===== config.mk =====
export PLATFORM = sky130hd
export DESIGN_NAME = servo_ramp
export DESIGN_NICKNAME = d
export VERILOG_FILES = /design/src/rtl/servo_pkg.sv /design/src/rtl/edge_rise.sv /design/src/rtl/servo_ramp.sv
export SDC_FILE = /design/constraint.sdc
export NUM_CORES = 1
export LEC_CHECK = 0
export ABC_CLOCK_PERIOD_IN_PS = 4100
export BUFFER_PORTS_ARGS = -buffer_cell sky130_fd_sc_hd__buf_2
export CAP_MARGIN = 25
export CORE_MARGIN = 4
export CORE_UTILIZATION = 30
export CTS_CLUSTER_DIAMETER = 40
export CTS_CLUSTER_SIZE = 16
export DETAILED_ROUTE_END_ITERATION = 8
export PLACE_DENSITY_LB_ADDON = 0.08
export SYNTH_ARGS = -nofsm -noshare
export SYNTH_HDL_FRONTEND = slang
export SYNTH_SLANG_ARGS = --single-unit

===== constraint.sdc =====
create_clock -name clk -period 4.1 [get_ports clk]
set_clock_uncertainty 0.05 [all_clocks]
set_input_delay 0.205 -clock clk [delete_from_list [all_inputs] [get_ports clk]]
set_output_delay 0.205 -clock clk [all_outputs]
set_load 0.02 [all_outputs]

===== src/rtl/servo_pkg.sv =====
// Shared types for the servo ramp blocks: duty width, duty type, ramp FSM states
// and a clamp helper.
package servo_pkg;

   localparam int unsigned DUTY_W = 8;

   typedef logic [DUTY_W-1:0] duty_t;

   typedef enum logic [1:0] {
      IDLE,
      RAMP,
      LOCK
   } ramp_state_t;

   function automatic duty_t clamp_duty(input duty_t v, input duty_t lo, input duty_t hi);
      duty_t r;
      r = v;
      if (r < lo) r = lo;
      if (r > hi) r = hi;
      return r;
   endfunction

endpackage


===== src/rtl/edge_rise.sv =====
// Registered rising-edge detector with hold enable. History resets to 1 so a
// level that is already high after reset does not produce a spurious edge.
module edge_rise (
   input  logic clk,
   input  logic rst,
   input  logic en,
   input  logic d,
   output logic pulse
);

   logic hist_q;

   always_ff @(posedge clk) begin
      if (rst) begin
         hist_q <= 1'b1;
         pulse  <= 1'b0;
      end else if (en) begin
         hist_q <= d;
         pulse  <= d & ~hist_q;
      end else begin
         pulse  <= 1'b0;
      end
   end

endmodule


===== src/rtl/servo_ramp.sv =====
// Slews the PDM duty toward the commanded target by STEP once every FRAME_DIV
// frames. Define SERVO_CLAMP_EN to clamp accepted targets to [DUTY_MIN, DUTY_MAX].
module servo_ramp
   import servo_pkg::*;
#(
   parameter int unsigned STEP      = 4,
   parameter int unsigned FRAME_DIV = 1,
   parameter int unsigned DUTY_INIT = 128,
   parameter int unsigned DUTY_MIN  = 0,
   parameter int unsigned DUTY_MAX  = 255
) (
   input  logic              clk,
   input  logic              rst,
   input  logic              en,
   input  logic              tgt_valid,
   output logic              tgt_ready,
   input  logic [DUTY_W-1:0] tgt_duty,
   input  logic              frame_sync,
   output logic [DUTY_W-1:0] duty,
   output logic              busy,
   output logic              at_target
);

   localparam duty_t      STEP_D   = duty_t'(STEP);
   localparam duty_t      INIT_D   = duty_t'(DUTY_INIT);
   localparam logic [7:0] CNT_LAST = 8'(FRAME_DIV - 1);

   ramp_state_t state_q;
   duty_t       duty_q;
   duty_t       target_q;
   logic [7:0]  cnt_q;
   logic        frame_tick;

   edge_rise u_edge (
      .clk   (clk),
      .rst   (rst),
      .en    (en),
      .d     (frame_sync),
      .pulse (frame_tick)
   );

   logic  accept;
   duty_t tgt_in;

   assign tgt_ready = en & ~rst & (state_q != LOCK);
   assign accept    = tgt_valid & tgt_ready;

`ifdef SERVO_CLAMP_EN
   localparam duty_t MIN_D = duty_t'(DUTY_MIN);
   localparam duty_t MAX_D = duty_t'(DUTY_MAX);

   if (DUTY_INIT < DUTY_MIN || DUTY_INIT > DUTY_MAX) begin : g_bad_init
      $error("servo_ramp: DUTY_INIT outside [DUTY_MIN, DUTY_MAX]");
   end

   assign tgt_in = clamp_duty(tgt_duty, MIN_D, MAX_D);
`else
   assign tgt_in = tgt_duty;
`endif

   // Step arithmetic in 9-bit signed so the approach never overshoots or wraps.
   logic signed [DUTY_W:0] diff;
   logic        [DUTY_W:0] mag;
   logic                   go_up;
   logic                   arrive;
   logic                   last_frame;
   logic                   step;
   duty_t                  stepped;
   duty_t                  duty_nx;
   duty_t                  target_nx;

   assign diff       = $signed({1'b0, target_q}) - $signed({1'b0, duty_q});
   assign go_up      = ~diff[DUTY_W];
   assign mag        = go_up ? $unsigned(diff) : $unsigned(-diff);
   assign arrive     = (mag <= {1'b0, STEP_D});
   assign last_frame = (cnt_q == CNT_LAST);
   assign step       = frame_tick & (state_q == RAMP) & last_frame;

   always_comb begin
      stepped = target_q;
      if (!arrive) begin
         stepped = go_up ? (duty_q + STEP_D) : (duty_q - STEP_D);
      end
   end

   // A target accepted on a step edge loads alongside the step; the step uses the old one.
   assign duty_nx   = step ? stepped : duty_q;
   assign target_nx = accept ? tgt_in : target_q;

   always_ff @(posedge clk) begin
      if (rst) begin
         state_q  <= IDLE;
         duty_q   <= INIT_D;
         target_q <= INIT_D;
         cnt_q    <= 8'd0;
         busy     <= 1'b0;
      end else if (en) begin
         duty_q   <= duty_nx;
         target_q <= target_nx;
         if (frame_tick && state_q == RAMP) begin
            cnt_q <= last_frame ? 8'd0 : cnt_q + 8'd1;
         end
         case (state_q)
            RAMP: begin
               if ((step && arrive) || duty_nx == target_nx) begin
                  state_q <= LOCK;
                  busy    <= 1'b0;
               end
            end
            IDLE, LOCK: begin
               if (duty_nx != target_nx) begin
                  state_q <= RAMP;
                  busy    <= 1'b1;
               end else begin
                  state_q <= IDLE;
                  busy    <= 1'b0;
               end
            end
            default: begin
               state_q <= IDLE;
               busy    <= 1'b0;
            end
         endcase
      end
   end

   assign duty      = duty_q;
   assign at_target = en & (state_q == LOCK);

endmodule


; ---- Yosys cells after proc, flatten, opt, wreduce, memory -nomap -nowiden
; Index checks and enable logic that the tools add are counted.
[word_totals]
regBits = 29
out_inout_bits = 11
[classes]
n_eq_ne = 6
bitwise = 10
magnitude_cmp = 1
n_mux = 12
n_reduce_logical = 9
addsub = 5
[op_table]
columns = operator, n
row1 = two-way mux 8 bit, 5
row2 = less-or-equal comparator 9 x 3 -> 1 bit (second input constant), 1
row3 = two-way mux 9 bit, 1
row4 = negation 9 bit, 1
row5 = subtractor 8 x 8 -> 9 bit, 1
row6 = adder 8 x 1 -> 8 bit (second input constant), 1
row7 = adder 8 x 3 -> 8 bit (second input constant), 1
row8 = == test 8 bit, 1
row9 = logical NOT 8 bit, 1
row10 = inequality test 8 bit, 1
row11 = subtractor 8 x 3 -> 8 bit (second input constant), 1
row12 = AND 1 bit, 7
row13 = one-hot mux 2 bit (2 select lines), 1
row14 = AND reduction 2 bit, 2
row15 = OR reduction 2 bit, 2
row16 = two-way mux 1 bit, 3
row17 = NOT 1 bit, 3
row18 = == test 2 x 1 -> 1 bit (second input constant), 1
row19 = == test 2 bit (second input constant), 1
row20 = logical AND 1 bit, 2
row21 = logical NOT 2 bit, 1
row22 = two-way mux 2 bit, 1
row23 = inequality test 2 x 1 -> 1 bit (second input constant), 1
row24 = inequality test 2 bit (second input constant), 1
row25 = other kinds (2), 2

; ---- Longest topological paths before layout
; Gate-level depths: netlist of run 1.
[logic_depth]
depth_word = 10
mapped_depth = 19

; ---- By module
; A second synthesis of run 1 with hierarchy kept.
[unflattened]
cells_unflattened = 332
area_unflattened_um2 = 2598.7
[modules_own_cells]
columns = mod, area_per_inst_um2, cells_each, n_inst
row1 = servo_ramp, 2531.2, 327, 1
row2 = edge_rise, 67.6, 5, 1

; ---- Worst setup path after synthesis of run 1
; Ideal clock, no wire load.
[synth_timing]
path_type = register to register
from = reg duty_q[2] (netlist: duty[2])
to = reg state_q[1]
t_arrival_ns = 4.175
n_path_buf = 1
synth_period_minus_slack_ns = 4.321
path_stages_with_launch = 15
path_slack_ns = -0.221
setup_ns = 0.096
t_required_ns = 3.954
cell_sequence = dfxtp_1 clkbuf_1 inv_1 ha_1 xnor2_1 nand3_1 o31a_1 or3_1 a22o_2 or4_4 a31oi_4 xnor2_1 or4_4 o21ba_1 o41ai_2
[synth_between]
elab_chain_len = 10
elab_cells_between_ends = 14
classes_between = 4 x add/sub / 1 x order compare / 2 x eq/ne / 4 x mux / 3 x reduce/logical
[synth_rtl]
columns = item, line
row1 = start: declaration, servo_ramp.sv:29  ; duty_t duty_q;
row2 = start signal: assignment, servo_ramp.sv:98  ; duty_q <= duty_nx;
row3 = subtractor 8 x 8 -> 9 bit, servo_ramp.sv:72  ; assign diff = $signed({1'b0, target_q}) - $signed({1'b0, duty_q});
row4 = negation 9 bit, servo_ramp.sv:74  ; assign mag = go_up ? $unsigned(diff) : $unsigned(-diff);
row5 = two-way mux 9 bit, servo_ramp.sv:74
row6 = less-or-equal comparator 9 x 3 -> 1 bit, servo_ramp.sv:75  ; assign arrive = (mag <= {1'b0, STEP_D});
row7 = two-way mux 8 bit, servo_ramp.sv:81  ; if (!arrive) begin
row8 = two-way mux 8 bit, servo_ramp.sv:87  ; assign duty_nx = step ? stepped : duty_q;
row9 = == test 8 bit, servo_ramp.sv:105  ; if ((step && arrive) || duty_nx == target_nx) begin
row10 = logical OR 1 bit (*), servo_ramp.sv:105
row11 = inequality test 2 x 1 -> 1 bit (no line) (*), n/a
row12 = AND reduction 2 bit (no line) (*), n/a
row13 = end signal: assignment, servo_ramp.sv:106  ; state_q <= LOCK;
row14 = end signal: assignment, servo_ramp.sv:112  ; state_q <= RAMP;
row15 = end signal: assignment, servo_ramp.sv:115  ; state_q <= IDLE;
row16 = end: declaration, servo_ramp.sv:28  ; ramp_state_t state_q;
; Mark *: on every way between the ends. The rest lies on a longest branch, timed or not.
; A chain may end at the register's enable or synchronous reset.

; ---- Worst setup path after layout of run 1
[layout_timing]
from = reg target_q[0]
to = reg state_q[1]
[layout_between]
elab_chain_len = 10
elab_cells_between_ends = 13
classes_between = 2 x add/sub / 1 x order compare / 2 x eq/ne / 5 x mux / 3 x reduce/logical
[layout_rtl]
columns = item, line
row1 = start: declaration, servo_ramp.sv:30  ; duty_t target_q;
row2 = start signal: assignment, servo_ramp.sv:99  ; target_q <= target_nx;
row3 = subtractor 8 x 8 -> 9 bit, servo_ramp.sv:72
row4 = negation 9 bit, servo_ramp.sv:74
row5 = two-way mux 9 bit, servo_ramp.sv:74
row6 = less-or-equal comparator 9 x 3 -> 1 bit, servo_ramp.sv:75
row7 = two-way mux 8 bit, servo_ramp.sv:81
row8 = two-way mux 8 bit, servo_ramp.sv:87
row9 = == test 8 bit, servo_ramp.sv:105
row10 = logical OR 1 bit (*), servo_ramp.sv:105
row11 = inequality test 2 x 1 -> 1 bit (no line) (*), n/a
row12 = AND reduction 2 bit (no line) (*), n/a
; Marked as above.

==> results.py, run 1 <==
metrics = {
    "setup_path": {
        "cpMaxStageDelayCell": "or4_4",
        "crit_path_end_kind": "flip-flop",
        "crit_start": "target_q[0]",
        "crit_family": "simple AND/OR/NAND/NOR gates",
        "start_kind": "flip-flop",
        "r2r_cells": 15,
        "worstSetupPathDepth": 15,
        "critPathBufInv": 2,
        "arrival_ns": 4.16,
        "required_ns": 4.25,
        "crit_chain": "inv_1 -> ha_2 -> inv_1 -> fa_2 -> a31oi_4 -> xnor2_2 -> o31a_1 -> or3_1 -> a22o_4 -> or4_4 -> a31oi_4 -> xnor2_1 -> or4_4 -> o21ba_1 -> o41ai_2",
        "crit_path_max_incr_delay_ns": 0.53,
        "crit_type": "flip-flop to flip-flop",
        "rr_startpoint": "target_q[0]",
        "path_max_fanout": 3,
    },
    "synth": {
        "synth_seq_area_share": 0.234,
        "yosys_warnings": 0,
        "synth_top_area_share": 0.234,
        "ys.flop_type": "dfxtp_1",
        "async_flop_share": 0,
        "synth_nets": 352,
        "synth_edf_count": 0,
        "synth.largest_area_cell": "dfxtp_1",
        "synth_area_per_cell_um2": 7.71,
        "synth-seq-cells": 29,
        "ys_top_cells_by_area": "dfxtp_1, ha_1, nor2_1",
        "ys_types": 55,
        "synth_cells": 322,
        "syn_area_mm2": 0.00248,
    },
    "clock_network": {
        "clock_path_buffers": 2,
        "cts_num_sinks": 29,
        "htree_num_levels": 2,
        "numCtsBuffers": 5,
        "post-cts-setup-buffers": 0,
        "insertion_delay_ns": 0.28,
        "clk_pin_slew_ns": 0.07,
        "cts_root_buf": "clkbuf_8",
        "cts_tree": "done",
    },
    "route": {
        "drt-initial-drc-count": 123,
        "first_pass_iters": 4,
        "drcViolationCount": 0,
        "vias": 2421,
        "antenna_left": 0,
        "wl_per_cell_um": 14.8,
        "wirelength_um": 7030,
        "viasPerCell": 5.09,
    },
    "pwr": {
        "total_power_w": 0.000899,
        "max-vdd-ir-drop_mv": 0.133,
        "leakage_nw": 1.32,
        "power.density_mw_per_mm2": 289,
    },
    "global_routing": {
        "grt_overflow": 0,
        "grt_max_degree": 23,
        "first_global_vias": 2310,
        "grt_pass1_wl_um": 11500,
        "antenna_found_initial": 0,
        "globalRouteTotalUtil": 0.145,
    },
    "sta": {
        "setup_viol": 0,
        "worst_pin_slew_ns": 0.541,
        "max_freq_ghz": 0.249,
        "grt_setup_unrepaired": "yes",
        "slew_headroom": 0.629,
        "fin_hold_ws_ns": 0.0886,
        "finalCritPeriodShare": 0.980,
        "fin_crit_ns": 4.02,
        "drv_slew": 0,
        "hold_violations": 0,
    },
    "floorplanning": {
        "pin_count": 24,
        "die_w_um": 99.0,
        "die_h_um": 99.0,
        "start_util": 0.315,
        "coreArea_mm2": 0.00789,
        "std_cell_rows": 32,
        "dieArea_mm2": 0.00979,
    },
    "place": {
        "routabilityCongestion": 0.788,
        "dpl.hpwl_um": 5580,
        "numPortBuffers": 23,
    },
    "cells_and_area": {
        "drive_gt1_frac": 0.238,
        "syn_to_final_growth_pct": 25.1,
        "finalNetCount": 403,
        "nFillCells": 836,
        "antenna_cells": 0,
    },
    "min_path": {
        "hold_class": "primary input to flip-flop",
        "worstHoldStart": "frame_sync",
        "holdPathStages": 2,
    },
    "status": {
        "status": "completed",
    },
    "job": {
        "cap_violations": 0,
    },
}
[layout by cell type, fill, tap and decap left out, drive strengths merged, types with 2 or more instances in the layout]
| cell | n |
|---|---|
| nor3b | 2 |
| ha | 15 |
| nand4 | 5 |
| nor3 | 10 |
| nand2b | 7 |
| a21o | 4 |
| and2 | 4 |
| and3 | 6 |
| fa | 2 |
| buf | 59 |
| a21oi | 24 |
| a22o | 2 |
| inv | 17 |
| a211oi | 3 |
| or4 | 3 |
| o211ai | 3 |
| xnor2 | 13 |
| o41ai | 2 |
| o31ai | 2 |
| o21ba | 2 |
| mux2i | 13 |
| a31oi | 5 |
| o21ai | 7 |
| xor2 | 12 |
| nor2b | 5 |
| o21a | 3 |
| nor2 | 36 |
| or3b | 2 |
| or3 | 2 |
| dfxtp | 29 |
| nand3b | 2 |
| clkbuf | 7 |
| nand2 | 31 |
| nor4 | 4 |
| a221oi | 2 |
| nor4b | 4 |
| nand3 | 14 |
[per-stage QoR]
| stage | cells | setup slack [ns] | utilization | instance area (um^2) | setup TNS, ns |
|---|---|---|---|---|---|
| final | 476 | 0.0828 | 0.394 | 3110 | 0 |
| after global routing | 476 | -0.120 | 0.394 | 3110 | -0.135 |
| after CTS | 476 | 0.0682 | 0.389 | 3070 | 0 |
| after detailed placement | 468 | 0.00732 | 0.374 | 2950 | 0 |
| after global placement | 468 | 0.0698 | 0.374 | 2950 | 0 |
| after floorplan | 322 | 0.0123 | - | 2500 | 0 |
[layout make-up]
type	instances	area [um^2]	share of cell area
clock buffer	7	86.3	0.0278
clock inverter	1	30.0	0.00967
inverter	17	63.8	0.0205
multi-input combinational	261	1830	0.588
sequential	29	586	0.189
tap	102	128	0.0411
timing repair buffer	59	385	0.124
[registers in the layout, summed over array words and instances, names as in the netlist]
signal         count
state_q            2
duty               8
u_edge.hist_q      1
busy               1
target_q           8
u_edge.pulse       1
cnt_q              8
[report_power, final]
part           switching [W]  total [W]  internal, W
combinational       0.000153   0.000289     0.000136
clock               0.000118   0.000316     0.000198
sequential        0.00000531   0.000294     0.000289
total               0.000276   0.000899     0.000622
[path summary, 6_finish.rpt]
| check | slack (ns) | end |
|---|---|---|
| min reg2reg | 0.37 | u_edge.pulse |
| min | 0.09 | u_edge.hist_q |
| max reg2reg | 0.08 | state_q[1] |
| max | 0.08 | state_q[1] |
[cell families after synthesis]
group	synth area share
compound gates	0.197
xor+xnor	0.0882
fa+ha+maj	0.0917
buf+inv	0.0494
flops	0.234
mux	0.0570
simple gates	0.283
[metal layers]
layer,global-route usage,up-vias,part of all wire
li1,-,1248,-
met1,0.204,1128,0.50
met2,0.226,40,0.45
met3,0.0276,5,0.041
met4,0.0389,0,0.011
met5,0,-,0
[Yosys cell counts (3+ instances only)]
cell	number
and2_1	4
and3_1	6
nand4_1	5
a21oi_1	24
o21ai_0	6
nand3_1	14
nor2_1	36
ha_1	15
dfxtp_1	29
a21o_1	4
clkbuf_1	13
o211ai_1	3
nand2_1	31
nor4b_1	4
nor4_1	3
nor2b_1	5
inv_1	17
mux2i_1	13
o21a_1	3
nand2b_1	7
xnor2_1	13
xor2_1	12
a31oi_1	3
nor3_1	9
a211oi_1	3
[repair_timing]
action	in CTS	in global routing
gates resized for setup	1	6
endpoints found under the setup margin	1	3
hold buffers	0	0
Power figures use the tool's default switching activity.
==> inputs of run 2 (changes only) <==
--- a/config.mk
+++ b/config.mk
@@ -10,6 +10,7 @@
 export CAP_MARGIN = 25
 export CORE_MARGIN = 4
 export CORE_UTILIZATION = 30
+export CTS_BUF_LIST = sky130_fd_sc_hd__clkbuf_4 sky130_fd_sc_hd__clkbuf_8 sky130_fd_sc_hd__clkbuf_16
 export CTS_CLUSTER_DIAMETER = 40
 export CTS_CLUSTER_SIZE = 16
 export DETAILED_ROUTE_END_ITERATION = 8
==> run 2 against run 1 <==
Global-route usage is the same. Routed wire length unchanged. Critical path depth unchanged. Sequential share of layout area barely moved. Critical endpoint unchanged. Highest routed layer unchanged.
==> results.py, run 2 (synthesized netlist as in run 1, its figures left out) <==
metrics = {
    "status": {
        "status": "completed",
    },
    "setup_path": {
        "critPathBufInv": 2,
        "crit_path_end_kind": "flip-flop",
        "worstSetupPathDepth": 15,
        "crit_type": "flip-flop to flip-flop",
        "rr_startpoint": "target_q[0]",
        "crit_chain": "inv_1 -> ha_2 -> inv_1 -> fa_2 -> a31oi_4 -> xnor2_2 -> o31a_1 -> or3_1 -> a22o_4 -> or4_4 -> a31oi_4 -> xnor2_1 -> or4_4 -> o21ba_1 -> o41ai_2",
        "r2r_cells": 15,
        "rrSetupSlack_ns": 0.08,
        "crit_path_max_incr_delay_ns": 0.53,
        "path_max_fanout": 3,
        "r2r_end": "state_q[1]",
        "start_kind": "flip-flop",
        "crit_family": "simple AND/OR/NAND/NOR gates",
        "required_ns": 4.25,
        "cpMaxStageDelayCell": "or4_4",
        "arrival_ns": 4.16,
    },
    "place": {
        "dpl.hpwl_um": 5580,
        "placed_area_mm2": 0.00295,
        "numPortBuffers": 23,
        "routabilityCongestion": 0.788,
        "dp_slack_ns": 0.00732,
    },
    "sta": {
        "setup_viol": 0,
        "slew_headroom": 0.631,
        "postLayoutSetupSlackWorst_ns": 0.0829,
        "finalCritPeriodShare": 0.980,
        "setup_tns_ns": 0,
        "worst_pin_slew_ns": 0.537,
        "grt_setup_unrepaired": "yes",
        "hold_violations": 0,
        "drv_slew": 0,
        "fin_crit_ns": 4.02,
        "max_freq_ghz": 0.249,
    },
    "global_routing": {
        "grt_overflow": 0,
        "grt_pass1_wl_um": 11500,
        "first_global_vias": 2310,
        "globalRouteTotalUtil": 0.145,
        "grt_max_degree": 23,
        "antenna_found_initial": 0,
    },
    "min_path": {
        "hold_class": "primary input to flip-flop",
        "holdPathStages": 2,
        "holdPathEnd": "u_edge.hist_q",
        "worstHoldStart": "frame_sync",
    },
    "cells_and_area": {
        "syn_to_final_growth_pct": 25.3,
        "design_area_mm2": 0.00311,
        "antenna_cells": 0,
        "post-route-util": 0.394,
        "layout_common_cells": "nor2_1, buf_4, nand2_1",
        "drive_gt1_frac": 0.241,
        "finalNetCount": 403,
    },
    "floorplanning": {
        "die_w_um": 99.0,
        "die_h_um": 99.0,
        "pin_count": 24,
        "coreArea_mm2": 0.00789,
        "std_cell_rows": 32,
        "start_util": 0.315,
        "dieArea_mm2": 0.00979,
    },
    "route": {
        "wl_per_cell_um": 14.8,
        "antenna_left": 0,
        "viasPerCell": 5.08,
        "vias": 2417,
        "drt-initial-drc-count": 123,
        "wirelength_um": 7030,
        "first_pass_iters": 4,
        "drcViolationCount": 0,
    },
    "clock_network": {
        "clk_pin_slew_ns": 0.07,
        "cts_num_sinks": 29,
        "cts_root_buf": "clkbuf_8",
        "post-cts-setup-buffers": 0,
        "clock_path_buffers": 2,
        "insertion_delay_ns": 0.28,
        "numCtsBuffers": 5,
        "htree_num_levels": 2,
        "cts_tree": "done",
    },
    "job": {
        "cap_violations": 0,
    },
    "pwr": {
        "leakage_nw": 1.32,
        "power.density_mw_per_mm2": 291,
        "total_power_w": 0.000905,
        "max-vdd-ir-drop_mv": 0.133,
    },
}
-- run 2: worst max-delay path by stage --
| stage | from | end |
|---|---|---|
| 5_1_grt | target_q[0] | state_q[1] |
| 6_report | target_q[0] | state_q[1] |
| 2_1_floorplan | duty[2] | state_q[1] |
| 3_5_place_dp | target_q[0] | state_q[1] |
| 3_3_place_gp | target_q[0] | state_q[1] |
| 4_1_cts | target_q[0] | state_q[1] |
-- run 2: stage by stage --
| step | instances | hold slack (ns) |
|---|---|---|
| floorplan | 322 | 0.277 |
| global placement | 468 | 0.361 |
| detailed placement | 468 | 0.360 |
| CTS | 476 | 0.0781 |
| global route | 476 | 0.0820 |
| finish | 476 | 0.0886 |
-- run 2: cell type report --
cell class,count,area [um^2]
Inverter,17,63.8
Tap cell,102,128
Multi-Input combinational cell,261,1830
Timing Repair Buffer,59,385
Sequential cell,29,586
Clock buffer,7,90.1
Clock inverter,1,30.0
Fill cell,834,4780
-- run 2: timing repair --
item | in CTS | in global routing
hold buffers | 0 | 0
endpoints found under the setup margin | 1 | 3
gates resized for setup | 1 | 6
hold endpoints to repair | 0 | 0
-- run 2: report_power, final --
| group | switching [W] | total [W] | internal (W) |
|---|---|---|---|
| registers | 0.00000530 | 0.000294 | 0.000289 |
| clock network | 0.000118 | 0.000323 | 0.000205 |
| logic | 0.000153 | 0.000289 | 0.000136 |
| total | 0.000276 | 0.000905 | 0.000629 |
-- run 2: worst reg2reg max path: stages (launching register included) --
cell and delay, ns:
dfxtp_1 0.31, inv_1 0.07, ha_2 0.18, inv_1 0.05, fa_2 0.39, a31oi_4 0.22
xnor2_2 0.09, o31a_1 0.29, or3_1 0.36, a22o_4 0.27, or4_4 0.53, a31oi_4 0.19
xnor2_1 0.10, or4_4 0.45, o21ba_1 0.20, o41ai_2 0.17
-- run 2: metal layers --
metal  track usage  vias to the layer above  wire [um]  part of all wire
met5             0                        -          0                 0
met4        0.0389                        0         75             0.011
met3        0.0276                        5        272             0.039
met2         0.226                       38       3180              0.45
met1         0.204                     1126       3500              0.50
li1              -                     1248          -                 -
